<file path="config.mk">
export PLATFORM = sky130hd
export DESIGN_NAME = dispatch_stage
export DESIGN_NICKNAME = d
export VERILOG_FILES = /design/src/rtl/pipeline_types.sv /design/src/rtl/operand_mux.sv /design/src/rtl/dispatch_stage.sv
export SDC_FILE = /design/constraint.sdc
export NUM_CORES = 1
export LEC_CHECK = 0
export ABC_CLOCK_PERIOD_IN_PS = 6900
export BUFFER_PORTS_ARGS = -buffer_cell sky130_fd_sc_hd__buf_2
export CAP_MARGIN = 20
export CORE_AREA = 5 5 148 150
export CTS_CLUSTER_DIAMETER = 50
export DETAILED_ROUTE_END_ITERATION = 12
export DIE_AREA = 0 0 153 155
export HOLD_SLACK_MARGIN = 0.1
export PLACE_DENSITY = 0.81
export RECOVER_POWER = 50
export SLEW_MARGIN = 5
export SYNTH_ARGS = -nofsm -noshare
export SYNTH_HDL_FRONTEND = slang
export SYNTH_HIERARCHICAL = 1
export SYNTH_SLANG_ARGS = --single-unit
</file>
<file path="constraint.sdc">
create_clock -name clk -period 6.9 [get_ports clk]
set_clock_uncertainty 0.15 [all_clocks]
set_input_delay 0.345 -clock clk [delete_from_list [all_inputs] [get_ports clk]]
set_output_delay 0.345 -clock clk [all_outputs]
set_load 0.02 [all_outputs]
</file>
<file path="src/rtl/pipeline_types.sv">
// Shared pipeline payload types for the dispatch stage and its neighbours.
// Latency: n/a (types and helpers only).
// Backpressure: n/a.
package pipeline_types;

  localparam int XLEN    = 32;
  localparam int REG_AW  = 5;
  localparam int ALUOP_W = 4;

  // Decoded op arriving from the decode stage.
  typedef struct packed {
    logic [XLEN-1:0]    pc;
    logic [ALUOP_W-1:0] aluop;
    logic               reg1_en;
    logic [REG_AW-1:0]  reg1_addr;
    logic               reg2_en;
    logic [REG_AW-1:0]  reg2_addr;
    logic               dest_en;
    logic [REG_AW-1:0]  dest_addr;
    logic               is_load;
    logic [XLEN-1:0]    imm;
  } dispatch_in_t;

  // Op with both source operands resolved, handed to execute.
  typedef struct packed {
    logic [XLEN-1:0]    pc;
    logic [ALUOP_W-1:0] aluop;
    logic               dest_en;
    logic [REG_AW-1:0]  dest_addr;
    logic               is_load;
    logic [XLEN-1:0]    operand1;
    logic [XLEN-1:0]    operand2;
  } dispatch_out_t;

  // Forwarding bus from a later stage. is_load only matters on the EX bus.
  typedef struct packed {
    logic               valid;
    logic               is_load;
    logic [REG_AW-1:0]  addr;
    logic [XLEN-1:0]    data;
  } fwd_t;

  // True when a forwarding bus carries a result for the given register.
  function automatic logic fwd_hit(input fwd_t f, input logic [REG_AW-1:0] a);
    return f.valid && (f.addr == a);
  endfunction

endpackage

</file>
<file path="src/rtl/operand_mux.sv">
// Resolves one source operand: r0, EX forward, MEM forward, regfile, or disabled value.
// Latency: combinational, 0 cycles.
// Backpressure: none; flags a hazard when the operand cannot be resolved yet.
// DISPATCH_MEM_FWD_EN defined: MEM results are forwarded; undefined: a MEM hit stalls.
module operand_mux
  import pipeline_types::*;
(
  input  logic              en_i,
  input  logic [REG_AW-1:0] addr_i,
  input  logic [XLEN-1:0]   rf_data_i,
  input  logic [XLEN-1:0]   dis_val_i,
  input  fwd_t              ex_fwd_i,
  input  fwd_t              mem_fwd_i,
  output logic [XLEN-1:0]   operand_o,
  output logic              hazard_o
);

  logic ex_hit;
  logic mem_hit;

  assign ex_hit  = fwd_hit(ex_fwd_i, addr_i);
  assign mem_hit = fwd_hit(mem_fwd_i, addr_i);

`ifdef DISPATCH_MEM_FWD_EN
  // MEM bus type is shared with EX; its load flag carries no meaning here.
  logic unused_mem_bits;
  assign unused_mem_bits = mem_fwd_i.is_load;
`else
  // Without MEM forwarding the MEM data path is not consumed at all.
  logic unused_mem_bits;
  assign unused_mem_bits = ^{mem_fwd_i.is_load, mem_fwd_i.data};
`endif

  // Priority select: disabled port, r0, EX ALU result, EX load (stall), MEM, regfile.
  always_comb begin
    operand_o = rf_data_i;
    hazard_o  = 1'b0;
    if (!en_i) begin
      operand_o = dis_val_i;
    end else if (addr_i == '0) begin
      operand_o = '0;
    end else if (ex_hit && !ex_fwd_i.is_load) begin
      operand_o = ex_fwd_i.data;
    end else if (ex_hit) begin
      // Load data is not available until after MEM; the op must wait.
      hazard_o = 1'b1;
    end else if (mem_hit) begin
`ifdef DISPATCH_MEM_FWD_EN
      operand_o = mem_fwd_i.data;
`else
      hazard_o  = 1'b1;
`endif
    end
  end

endmodule

</file>
<file path="src/rtl/dispatch_stage.sv">
// Dispatch: reads regfile, resolves operands with forwarding, stalls on load-use.
// Latency: 1 cycle from input transfer to out_valid.
// Backpressure: single output register; in_ready drops on full-and-stalled, hazard, flush or reset.
// DISPATCH_MEM_FWD_EN selects MEM-stage forwarding (undefined: MEM hits stall instead).
module dispatch_stage
  import pipeline_types::*;
(
  input  logic              clk,
  input  logic              rst,
  input  logic              flush,
  input  logic              in_valid,
  output logic              in_ready,
  input  dispatch_in_t      in_inst,
  output logic              reg1_read_en,
  output logic              reg2_read_en,
  output logic [REG_AW-1:0] reg1_read_addr,
  output logic [REG_AW-1:0] reg2_read_addr,
  input  logic [XLEN-1:0]   reg1_read_data,
  input  logic [XLEN-1:0]   reg2_read_data,
  input  fwd_t              ex_fwd,
  input  fwd_t              mem_fwd,
  output logic              out_valid,
  input  logic              out_ready,
  output dispatch_out_t     out_inst,
  output logic [31:0]       stall_count
);

  logic          out_valid_q, out_valid_d;
  dispatch_out_t out_inst_q,  out_inst_d;
  logic [31:0]   stall_q,     stall_d;

  logic [XLEN-1:0] operand1, operand2;
  logic            haz1, haz2;
  logic            hazard;
  logic            xfer;

  // Regfile read ports follow the incoming op directly.
  assign reg1_read_en   = in_inst.reg1_en;
  assign reg1_read_addr = in_inst.reg1_addr;
  assign reg2_read_en   = in_inst.reg2_en;
  assign reg2_read_addr = in_inst.reg2_addr;

  // Port 1 falls back to zero when unused.
  operand_mux u_op1 (
    .en_i      (in_inst.reg1_en),
    .addr_i    (in_inst.reg1_addr),
    .rf_data_i (reg1_read_data),
    .dis_val_i ('0),
    .ex_fwd_i  (ex_fwd),
    .mem_fwd_i (mem_fwd),
    .operand_o (operand1),
    .hazard_o  (haz1)
  );

  // Port 2 falls back to the immediate when unused.
  operand_mux u_op2 (
    .en_i      (in_inst.reg2_en),
    .addr_i    (in_inst.reg2_addr),
    .rf_data_i (reg2_read_data),
    .dis_val_i (in_inst.imm),
    .ex_fwd_i  (ex_fwd),
    .mem_fwd_i (mem_fwd),
    .operand_o (operand2),
    .hazard_o  (haz2)
  );

  // A hazard only exists when there is actually an op waiting to go.
  assign hazard   = in_valid && (haz1 || haz2);
  assign in_ready = rst && (!out_valid_q || out_ready) && !hazard && !flush;
  assign xfer     = in_valid && in_ready;

  // Next-state for the output register, valid flag and stall counter.
  always_comb begin
    out_valid_d = out_valid_q;
    out_inst_d  = out_inst_q;
    stall_d     = stall_q;

    if (flush) begin
      out_valid_d = 1'b0;
    end else if (xfer) begin
      out_valid_d          = 1'b1;
      out_inst_d.pc        = in_inst.pc;
      out_inst_d.aluop     = in_inst.aluop;
      out_inst_d.dest_en   = in_inst.dest_en;
      out_inst_d.dest_addr = in_inst.dest_addr;
      out_inst_d.is_load   = in_inst.is_load;
      out_inst_d.operand1  = operand1;
      out_inst_d.operand2  = operand2;
    end else if (out_ready) begin
      // Consumer took the op and nothing replaces it: emit a bubble.
      out_valid_d = 1'b0;
    end

    if (hazard && !flush && (stall_q != 32'hFFFF_FFFF)) begin
      stall_d = stall_q + 32'd1;
    end
  end

  // State registers with synchronous active-low reset; reset drops any held op.
  always_ff @(posedge clk) begin
    if (!rst) begin
      out_valid_q <= 1'b0;
      out_inst_q  <= '0;
      stall_q     <= '0;
    end else begin
      out_valid_q <= out_valid_d;
      out_inst_q  <= out_inst_d;
      stall_q     <= stall_d;
    end
  end

  assign out_valid   = out_valid_q;
  assign out_inst    = out_inst_q;
  assign stall_count = stall_q;

endmodule

</file>
==> flow_metrics.py, run 1 <==
metrics = {
    "status": {
        "status": "finished clean",
    },
    "sta": {
        "relSlewSlack": 0.247,
        "worstMarginPinSlew_ns": 1.13,
        "fmax_mhz": 270,
        "post-route-min-period_ns": 3.70,
        "hold_viol_final": 0,
        "min_period_over_period": 0.536,
        "fin_tns_setup_ns": 0,
        "slew_violations": 0,
        "setup_viol": 0,
        "rsz0062_at_grt": "no",
        "setup_ws_ns": 3.20,
    },
    "die": {
        "die_y_um": 155,
        "core_um2": 20600,
        "die_x_um": 153,
        "dieArea_um2": 23700,
        "rows": 53,
        "initial_core_util": 0.385,
        "ios": 387,
    },
    "placed_design": {
        "hpwl_um": 19900,
        "place.gp.congestion": 0.932,
        "io_buffers": 353,
        "preCtsSetupSlack_ns": 2.80,
    },
    "power": {
        "p_per_area_nw_per_um2": 199,
        "ir_drop_uv": 177,
        "leakage_nw": 3.94,
        "fin_total_pwr_mw": 2.11,
    },
    "worst_hold_path": {
        "hold_start": "in_inst[1]",
        "holdCritPathClass": "in -> reg",
    },
    "worst_setup_path": {
        "worstSetupPathType": "in -> reg",
        "critPathLaunchType": "input pin",
        "endpoint_kind": "register",
        "critPathMostFrequentCell": "buf_4",
        "critical_path.cell_chain": "buf_2, xor2_1, nor4_4, buf_4, a311o_1, a21boi_1, o21ai_1, and4b_1, and2_4, buf_4, nand2_1, a21oi_1",
        "required_ns": 7.07,
        "slowest_stage": "buf_4",
        "crit_buf_inv": 3,
        "crit_family": "simple AND/OR/NAND/NOR gates",
        "cp_max_fo": 54,
        "worstPathArrival_ns": 3.87,
        "r2r-start": "stall_count[8]",
        "max_stage_delay_ns": 0.64,
        "crit_start": "in_inst[42]",
    },
    "route": {
        "wl_per_cell_um": 17.6,
        "firstDrtPassIters": 5,
        "avgViaCountPerCell": 5.37,
        "drc_errors": 0,
        "antenna_left": 0,
        "drtIter0Drc": 598,
        "wl_um": 29400,
        "dr_total_vias": 8963,
    },
    "layout": {
        "drive_above_1_share": 0.240,
        "fillers": 2010,
        "post-route-util": 0.516,
        "area_growth_pct": 34.0,
        "layout_common_cells": "294 x nand2_1, 207 x buf_2, 147 x clkbuf_1",
        "nets": 1615,
        "layout_commonest_cell": "nand2_1",
    },
    "synthesis": {
        "synth-main-ff-cell": "dfxtp_1",
        "mappedNetlistArea_um2": 7920,
        "ys_types": 49,
        "avgSynthCellArea_um2": 7.78,
        "syn_inst": 1017,
        "synth_compound_area_frac": 0.227,
        "synthAdderAreaFrac": 0.00158,
        "ys_seq_area_frac": 0.354,
        "synth_mux_area_frac": 0.00379,
        "synth_seq_cells": 140,
        "yosys.area_share.simple": 0.278,
        "synth-async-reset-ratio": 0,
        "synth_top_family_by_area": "simple AND/OR/NAND/NOR gates",
        "synth_xor_area_frac": 0.0321,
        "ys.warnings.count": 6,
        "synth_enable_flop_cells": 0,
    },
    "clock_network": {
        "clkSlewWorstSetupHoldPaths_ns": 0.06,
        "post-cts-setup-buffers": 0,
        "cts.sinks": 140,
        "cts_buffers": 17,
        "cts_hold_buf": 45,
        "cts_max_level": 4,
        "postCtsResizedCells": 0,
        "root_buffer": "clkbuf_16",
        "clk_path_buf_depth": 2,
        "insertion_delay_ns": 0.41,
        "cts_tree": "yes",
    },
    "global_route": {
        "grt_overflow": 0,
        "grt_pass1_vias": 8706,
        "grt_pass1_wl_um": 45400,
        "grt_max_degree": 109,
        "track_usage": 0.234,
        "grt_antenna_before_repair": 2,
    },
    "flow_run": {
        "maxCapViolCount": 0,
    },
}
cells by family after synthesis:
| kind of cell | count (synthesis) |
|---|---|
| AND/OR/NAND/NOR | 456 |
| AO/OA/AOI/OAI | 220 |
| buffers and inverters | 167 |
| flip-flops | 140 |
| XOR/XNOR | 29 |
| multiplexers | 3 |
| adder cells (fa/ha/maj) | 1 |
| other | 1 |
metrics by stage:
stage / instance area [um2] / std cells / hold WS [ns]
after global routing: 10600 / 1669 / 0.157
after detailed placement: 9690 / 1589 / 0.293
after floorplan: 8030 / 1048 / 0.273
final: 10600 / 1669 / 0.171
after CTS: 10700 / 1666 / 0.143
after global placement: 9680 / 1588 / 0.288
cell type report:
cell class	count	area, um2	area share
Antenna cell	1	2.50	0.000236
Multi-Input combinational cell	741	4430	0.417
Clock buffer	19	443	0.0418
Inverter	68	258	0.0243
Timing Repair Buffer	412	2180	0.205
Tap cell	275	344	0.0324
Clock inverter	13	155	0.0146
Sequential cell	140	2800	0.264
tightest hold or removal path: stages:
cell and delay [ns]:
buf_2 0.09, inv_1 0.05, o221ai_2 0.08, nand2_1 0.05, a21oi_1 0.05
report_power, final:
group / internal, mW / switching (mW) / total [mW]
Combinational: 0.131 / 0.205 / 0.336
Sequential: 0.829 / 0.0110 / 0.840
Clock: 0.552 / 0.384 / 0.936
Total: 1.51 / 0.600 / 2.11
final timing paths:
check / endpoint / slack (ns) / cells after the start
worst max-delay path: out_inst[67] / 3.20 / 12
worst min-delay path: out_inst[1] / 0.17 / 5
worst max register to register: stall_count[19] / 4.32 / 5
worst min register to register: out_inst[71] / 0.30 / 2
metal layers:
metal  global-route usage  share of wire
met2                0.401           0.49
met5                    0        0.00041
met1                0.276           0.40
met4                0.108          0.037
met3               0.0592          0.079
cells in the mapped netlist, types with 8 or more instances:
| cell type | n | area share |
|---|---|---|
| clkbuf_1 | 54 | 0.026 |
| buf_6 | 16 | 0.023 |
| or3_1 | 11 | 0.0087 |
| or4_1 | 8 | 0.0076 |
| nor2_1 | 14 | 0.0066 |
| o221ai_2 | 60 | 0.11 |
| a21oi_1 | 123 | 0.078 |
| dfxtp_1 | 140 | 0.35 |
| xnor2_1 | 20 | 0.022 |
| buf_4 | 14 | 0.013 |
| buf_2 | 15 | 0.0095 |
| nand4_1 | 78 | 0.062 |
| xor2_1 | 9 | 0.010 |
| nand3_1 | 15 | 0.0095 |
| nand2_1 | 295 | 0.14 |
| inv_1 | 67 | 0.032 |
state kept, by name (all words and copies together) (netlist names):
signal       count
out_valid        1
out_inst       107
stall_count     32
Power figures use the tool's default switching activity.
==> run 2, diff against run 1 <==
--- a/config.mk
+++ b/config.mk
@@ -5,7 +5,7 @@
 export SDC_FILE = /design/constraint.sdc
 export NUM_CORES = 1
 export LEC_CHECK = 0
-export ABC_CLOCK_PERIOD_IN_PS = 6900
+export ABC_CLOCK_PERIOD_IN_PS = 3850
 export BUFFER_PORTS_ARGS = -buffer_cell sky130_fd_sc_hd__buf_2
 export CAP_MARGIN = 20
 export CORE_AREA = 5 5 148 150
==> constraint.sdc (replaced) <==
create_clock -name clk -period 3.85 [get_ports clk]
set_clock_uncertainty 0.15 [all_clocks]
set_input_delay 0.1925 -clock clk [delete_from_list [all_inputs] [get_ports clk]]
set_output_delay 0.1925 -clock clk [all_outputs]
set_load 0.02 [all_outputs]
==> flow_metrics.py, run 2 (same netlist as run 1, synthesis figures left out) <==
metrics = {
    "route": {
        "antenna_left": 0,
        "firstDrtPassIters": 5,
        "wl_per_cell_um": 18.4,
        "drc_errors": 0,
        "drtIter0Drc": 712,
        "dr_total_vias": 9782,
        "wl_um": 33100,
        "avgViaCountPerCell": 5.44,
    },
    "worst_hold_path": {
        "whs_endpoint": "out_inst[41]",
        "hold_start": "ex_fwd[9]",
        "min_path_cells": 5,
        "holdCritPathClass": "in -> reg",
    },
    "layout": {
        "nets": 1743,
        "largest_reg_flops": 107,
        "final_cells": 1798,
        "post-route-util": 0.578,
        "drive_above_1_share": 0.220,
        "final_area_um2": 11900,
        "layout_common_cells": "294 x nand2_1, 207 x buf_2, 173 x dlygate4sd3_1",
        "layout_commonest_cell": "nand2_1",
        "area_growth_pct": 50.2,
    },
    "power": {
        "fin_total_pwr_mw": 3.94,
        "leakage_nw": 4.51,
        "p_per_area_nw_per_um2": 332,
        "ir_drop_uv": 295,
    },
    "worst_setup_path": {
        "endpoint_kind": "register",
        "cp_max_fo": 33,
        "worstSetupPathType": "in -> reg",
        "ff2ff_path_depth": 5,
        "max_stage_delay_ns": 0.62,
        "required_ns": 3.94,
        "r2r_end": "stall_count[27]",
        "critical_path.cell_chain": "buf_2, xor2_1, nor4_4, buf_4, and2_2, buf_4, o221ai_1, dlygate4sd3_1, nand2_1, a21oi_1",
        "r2r-start": "stall_count[8]",
        "crit_start": "ex_fwd[36]",
        "slowest_stage": "dlygate4sd3_1",
        "crit_family": "buffers and inverters",
        "critPathLaunchType": "input pin",
        "crit_buf_inv": 4,
        "worstPathArrival_ns": 3.17,
        "reg2reg_slack_ns": 1.25,
        "critPathMostFrequentCell": "buf_4",
    },
    "placed_design": {
        "io_buffers": 353,
        "place_area_um2": 9740,
        "hpwl_um": 20100,
        "place.gp.congestion": 0.950,
        "preCtsSetupSlack_ns": 0.790,
        "place_inst": 1591,
    },
    "clock_network": {
        "cts_buffers": 17,
        "clkSlewWorstSetupHoldPaths_ns": 0.06,
        "cts_hold_buf": 173,
        "cts_max_level": 4,
        "cts_tree": "yes",
        "cts.sinks": 140,
        "insertion_delay_ns": 0.41,
        "postCtsResizedCells": 0,
        "clk_path_buf_depth": 2,
        "post-cts-setup-buffers": 0,
        "root_buffer": "clkbuf_16",
    },
    "die": {
        "dieArea_um2": 23700,
        "die_y_um": 155,
        "core_um2": 20600,
        "ios": 387,
        "rows": 53,
        "die_x_um": 153,
        "initial_core_util": 0.385,
    },
    "global_route": {
        "grt_pass1_vias": 10100,
        "grt_max_degree": 109,
        "grt_antenna_before_repair": 1,
        "grt_overflow": 0,
        "grt_pass1_wl_um": 52500,
        "track_usage": 0.271,
    },
    "sta": {
        "relSlewSlack": 0.348,
        "min_period_over_period": 0.799,
        "worstMarginPinSlew_ns": 0.978,
        "rsz0062_at_grt": "no",
        "setup_ws_ns": 0.772,
        "fmax_mhz": 325,
        "fin_tns_setup_ns": 0,
        "hold_viol_final": 0,
        "setup_viol": 0,
        "post-route-min-period_ns": 3.08,
        "hold_ws_ns": 0.175,
        "slew_violations": 0,
    },
    "status": {
        "status": "finished clean",
    },
    "flow_run": {
        "maxCapViolCount": 0,
    },
}
==> run 2: cell types whose count changed in the layout (fill, tap and decap cells not counted), moves of 2 or more <==
cell / delta
buf_12: +2
inv_6: +2
clkinvlp_4: -2
dlygate4sd3_1: +128
==> run 2: tightest hold or removal path: stages <==
cell and delay [ns]:
buf_2 0.11, nand4_1 0.13, o221ai_2 0.10, nand2_1 0.06
a21oi_1 0.07
==> run 2: per-layer routing <==
metal / vias up / wire, um / GRT usage
met5: - / 0 / 0
met4: 0 / 1580 / 0.143
met3: 129 / 3040 / 0.0762
met2: 631 / 16400 / 0.473
met1: 4522 / 12200 / 0.300
li1: 4500 / - / -
==> run 2: power breakdown <==
| part | switching, mW | total, mW | leakage [nW] | internal, mW |
|---|---|---|---|---|
| combinational | 0.405 | 0.748 | 3.08 | 0.343 |
| sequential | 0.0206 | 1.51 | 1.13 | 1.49 |
| clock | 0.697 | 1.69 | 0.292 | 0.991 |
==> run 2: how the worst max path moves through the flow <==
| stage | cells after the start | slack, ns | endpoint |
|---|---|---|---|
| global route | 10 | 0.69 | out_inst[31] |
| CTS | 10 | 0.93 | out_inst[31] |
| global placement | 10 | 0.85 | out_inst[62] |
| floorplan | 13 | 0.86 | out_inst[62] |
| detailed placement | 10 | 0.79 | out_inst[25] |
| finish | 10 | 0.77 | out_inst[31] |
==> run 2: layout make-up <==
| cell class | instances | area (um2) |
|---|---|---|
| clock inverters | 13 | 154 |
| repair buffers | 540 | 3460 |
| fillers | 1807 | 8670 |
| well taps | 275 | 344 |
| flip-flops and latches | 140 | 2800 |
| diodes | 2 | 5.00 |
| inverters | 68 | 258 |
| clock buffers | 19 | 443 |
| multi-input cells | 741 | 4430 |
==> run 3, diff against run 2 <==
--- a/config.mk
+++ b/config.mk
@@ -5,7 +5,8 @@
 export SDC_FILE = /design/constraint.sdc
 export NUM_CORES = 1
 export LEC_CHECK = 0
-export ABC_CLOCK_PERIOD_IN_PS = 3850
+export ABC_AREA = 1
+export ABC_CLOCK_PERIOD_IN_PS = 2600
 export BUFFER_PORTS_ARGS = -buffer_cell sky130_fd_sc_hd__buf_2
 export CAP_MARGIN = 20
 export CORE_AREA = 5 5 148 150
@@ -13,7 +14,7 @@
 export DETAILED_ROUTE_END_ITERATION = 12
 export DIE_AREA = 0 0 153 155
 export HOLD_SLACK_MARGIN = 0.1
-export PLACE_DENSITY = 0.81
+export PLACE_DENSITY = 0.87
 export RECOVER_POWER = 50
 export SLEW_MARGIN = 5
 export SYNTH_ARGS = -nofsm -noshare
==> constraint.sdc (replaced) <==
create_clock -name clk -period 2.6 [get_ports clk]
set_clock_uncertainty 0.15 [all_clocks]
set_input_delay 0.13 -clock clk [delete_from_list [all_inputs] [get_ports clk]]
set_output_delay 0.13 -clock clk [all_outputs]
set_load 0.02 [all_outputs]
==> flow_metrics.py, run 3 <==
metrics = {
    "sta": {
        "rsz0062_at_grt": "no",
        "relSlewSlack": 0.313,
        "hold_viol_final": 0,
        "worstMarginPinSlew_ns": 1.03,
        "post-route-min-period_ns": 2.36,
        "setup_viol": 0,
        "setup_ws_ns": 0.237,
        "min_period_over_period": 0.909,
        "fin_tns_setup_ns": 0,
        "fmax_mhz": 423,
        "slew_violations": 0,
    },
    "route": {
        "drc_errors": 0,
        "wl_per_cell_um": 16.7,
        "dr_total_vias": 11500,
        "firstDrtPassIters": 8,
        "drtIter0Drc": 1219,
        "wl_um": 36300,
        "antenna_left": 0,
        "avgViaCountPerCell": 5.27,
    },
    "layout": {
        "layout_commonest_cell": "nand2_1",
        "post-route-util": 0.607,
        "largest_reg_flops": 107,
        "area_growth_pct": 45.6,
        "nets": 2125,
        "drive_above_1_share": 0.160,
        "final_cells": 2179,
        "layout_common_cells": "430 x nand2_1, 260 x nand3_1, 206 x buf_2",
    },
    "power": {
        "leakage_nw": 5.95,
        "ir_drop_uv": 423,
        "p_per_area_nw_per_um2": 464,
        "netSwitchingFraction": 0.300,
        "seqPwrFrac": 0.386,
        "switching_power_mw": 1.74,
        "combPwrFrac": 0.196,
        "p_int_mw": 4.05,
        "power_frac_clock": 0.419,
        "fin_total_pwr_mw": 5.79,
    },
    "synthesis": {
        "yosys.area_share.simple": 0.429,
        "ys_types": 33,
        "synth_mux_area_frac": 0,
        "yosys.area.top_type": "dfxtp_1",
        "synth_common_cells": "430 x nand2_1, 260 x nand3_1, 175 x inv_1",
        "synth-async-reset-ratio": 0,
        "synth_seq_cells": 140,
        "synth_most_common_cell": "nand2_1",
        "synth_enable_flop_cells": 0,
        "ys_seq_area_frac": 0.327,
        "mappedNetlistArea_um2": 8570,
        "synth_top_family_by_area": "simple AND/OR/NAND/NOR gates",
        "synth_compound_area_frac": 0.0876,
        "synth-main-ff-cell": "dfxtp_1",
        "ys.warnings.count": 6,
        "synth_xor_area_frac": 0.00715,
        "synth_top_area_frac": 0.327,
        "synthTopCellsByArea": "dfxtp_1 33%, nand2_1 19%, nand3_1 15%",
        "avgSynthCellArea_um2": 6.11,
        "synthAdderAreaFrac": 0.00146,
        "syn_inst": 1403,
    },
    "die": {
        "die_x_um": 153,
        "initial_core_util": 0.417,
        "core_um2": 20600,
        "ios": 387,
        "die_y_um": 155,
        "rows": 53,
        "dieArea_um2": 23700,
    },
    "worst_hold_path": {
        "holdCritPathClass": "in -> reg",
        "min_path_cells": 7,
        "hold_start": "ex_fwd[13]",
    },
    "worst_setup_path": {
        "endpoint_kind": "register",
        "ff2ff_path_depth": 10,
        "worstSetupPathType": "in -> reg",
        "critPathLaunchType": "input pin",
        "required_ns": 2.74,
        "crit_start": "in_inst[48]",
        "cp_max_fo": 34,
        "worstPathArrival_ns": 2.51,
        "r2r-start": "stall_count[1]",
    },
    "global_route": {
        "met2_usage": 0.493,
        "top_usage_layer": "met2",
        "track_usage": 0.293,
        "grtUsageMet1": 0.344,
        "grt_antenna_before_repair": 1,
        "grt_pass1_vias": 11000,
        "grt_overflow": 0,
        "grt_max_degree": 112,
        "grt_util_met3": 0.0801,
        "grt_pass1_wl_um": 56900,
    },
    "status": {
        "status": "finished clean",
    },
    "clock_network": {
        "insertion_delay_ns": 0.42,
        "cts_tree": "yes",
        "post-cts-setup-buffers": 0,
        "cts_max_level": 4,
        "root_buffer": "clkbuf_16",
        "clk_path_buf_depth": 2,
        "cts_buffers": 17,
        "clkSlewWorstSetupHoldPaths_ns": 0.06,
        "cts.sinks": 140,
    },
    "placed_design": {
        "io_buffers": 353,
        "hpwl_um": 22700,
        "place_inst": 1985,
        "preCtsSetupSlack_ns": 0.0602,
        "place.gp.congestion": 0.932,
    },
    "flow_run": {
        "maxCapViolCount": 0,
    },
}
run 3: cell count changes after synthesis, moves of 60 or more:
cell / change
nor2_1: +66
inv_1: +108
nand3_1: +245
o221ai_2: -60
nand2_1: +135
nand4_1: -68
run 3: cells by family after synthesis:
| logic type | Yosys count |
|---|---|
| DFF | 140 |
| buffers and inverters | 283 |
| AOI/OAI and AO/OA | 149 |
| and+or+nand+nor | 822 |
| other | 1 |
| xor gates and xnor gates | 7 |
| adders and majority gates | 1 |
run 3: power by group through the flow:
stage	logic, mW	clock network (mW)	registers, mW
2_1_floorplan	0.466	0	2.35
3_3_place_gp	0.873	0	2.27
3_5_place_dp	0.886	0	2.28
4_1_cts	1.10	2.46	2.23
5_1_grt	1.22	2.56	2.24
6_report	1.13	2.43	2.23
run 3: stage by stage:
stage / hold slack (ns) / area (um2)
global placement: 0.253 / 10500
CTS: 0.102 / 12600
finish: 0.125 / 12500
floorplan: 0.144 / 8690
detailed placement: 0.260 / 10500
global route: 0.131 / 12500
run 3: worst max-delay path, cell delays in order:
cell and delay, ns:
buf_2 0.11, inv_2 0.06, nand2_1 0.05, nand2_1 0.05, nor2_1 0.20, nand2_2 0.13, nor2_8 0.10, inv_2 0.03
a21oi_1 0.16, inv_1 0.06, nand2_1 0.16, nand2_1 0.07, and3_4 0.19, nand2_4 0.10, buf_8 0.23, a21boi_1 0.10
dlygate4sd3_1 0.57
run 3: final cells by class:
| cell class | instances | area [um2] |
|---|---|---|
| antenna | 1 | 2.50 |
| clock buffer | 19 | 443 |
| fill | 1830 | 8080 |
| timing repair buffer | 534 | 3430 |
| sequential | 140 | 2800 |
| inverter | 186 | 701 |
| clock inverter | 13 | 130 |
| tap | 275 | 344 |
| multi-input combinational | 1011 | 4630 |
run 3: what timing repair did:
item,CTS,global route
setup endpoints to repair,0,1
endpoints found under the hold margin,134,0
resized for setup,0,3
hold buffers,161,0
run 3: path summary, 6_finish.rpt:
check	end	slack [ns]
worst max-delay path	out_valid	0.24
worst min-delay path	out_inst[45]	0.12
worst max register to register	stall_count[11]	0.57
worst min register to register	out_inst[18]	0.31
run 3: layer usage:
metal / share of wire / up-vias
met3: 0.11 / 192
li1: - / 5362
met2: 0.48 / 780
met1: 0.36 / 5146
met5: 0 / -
met4: 0.054 / 0
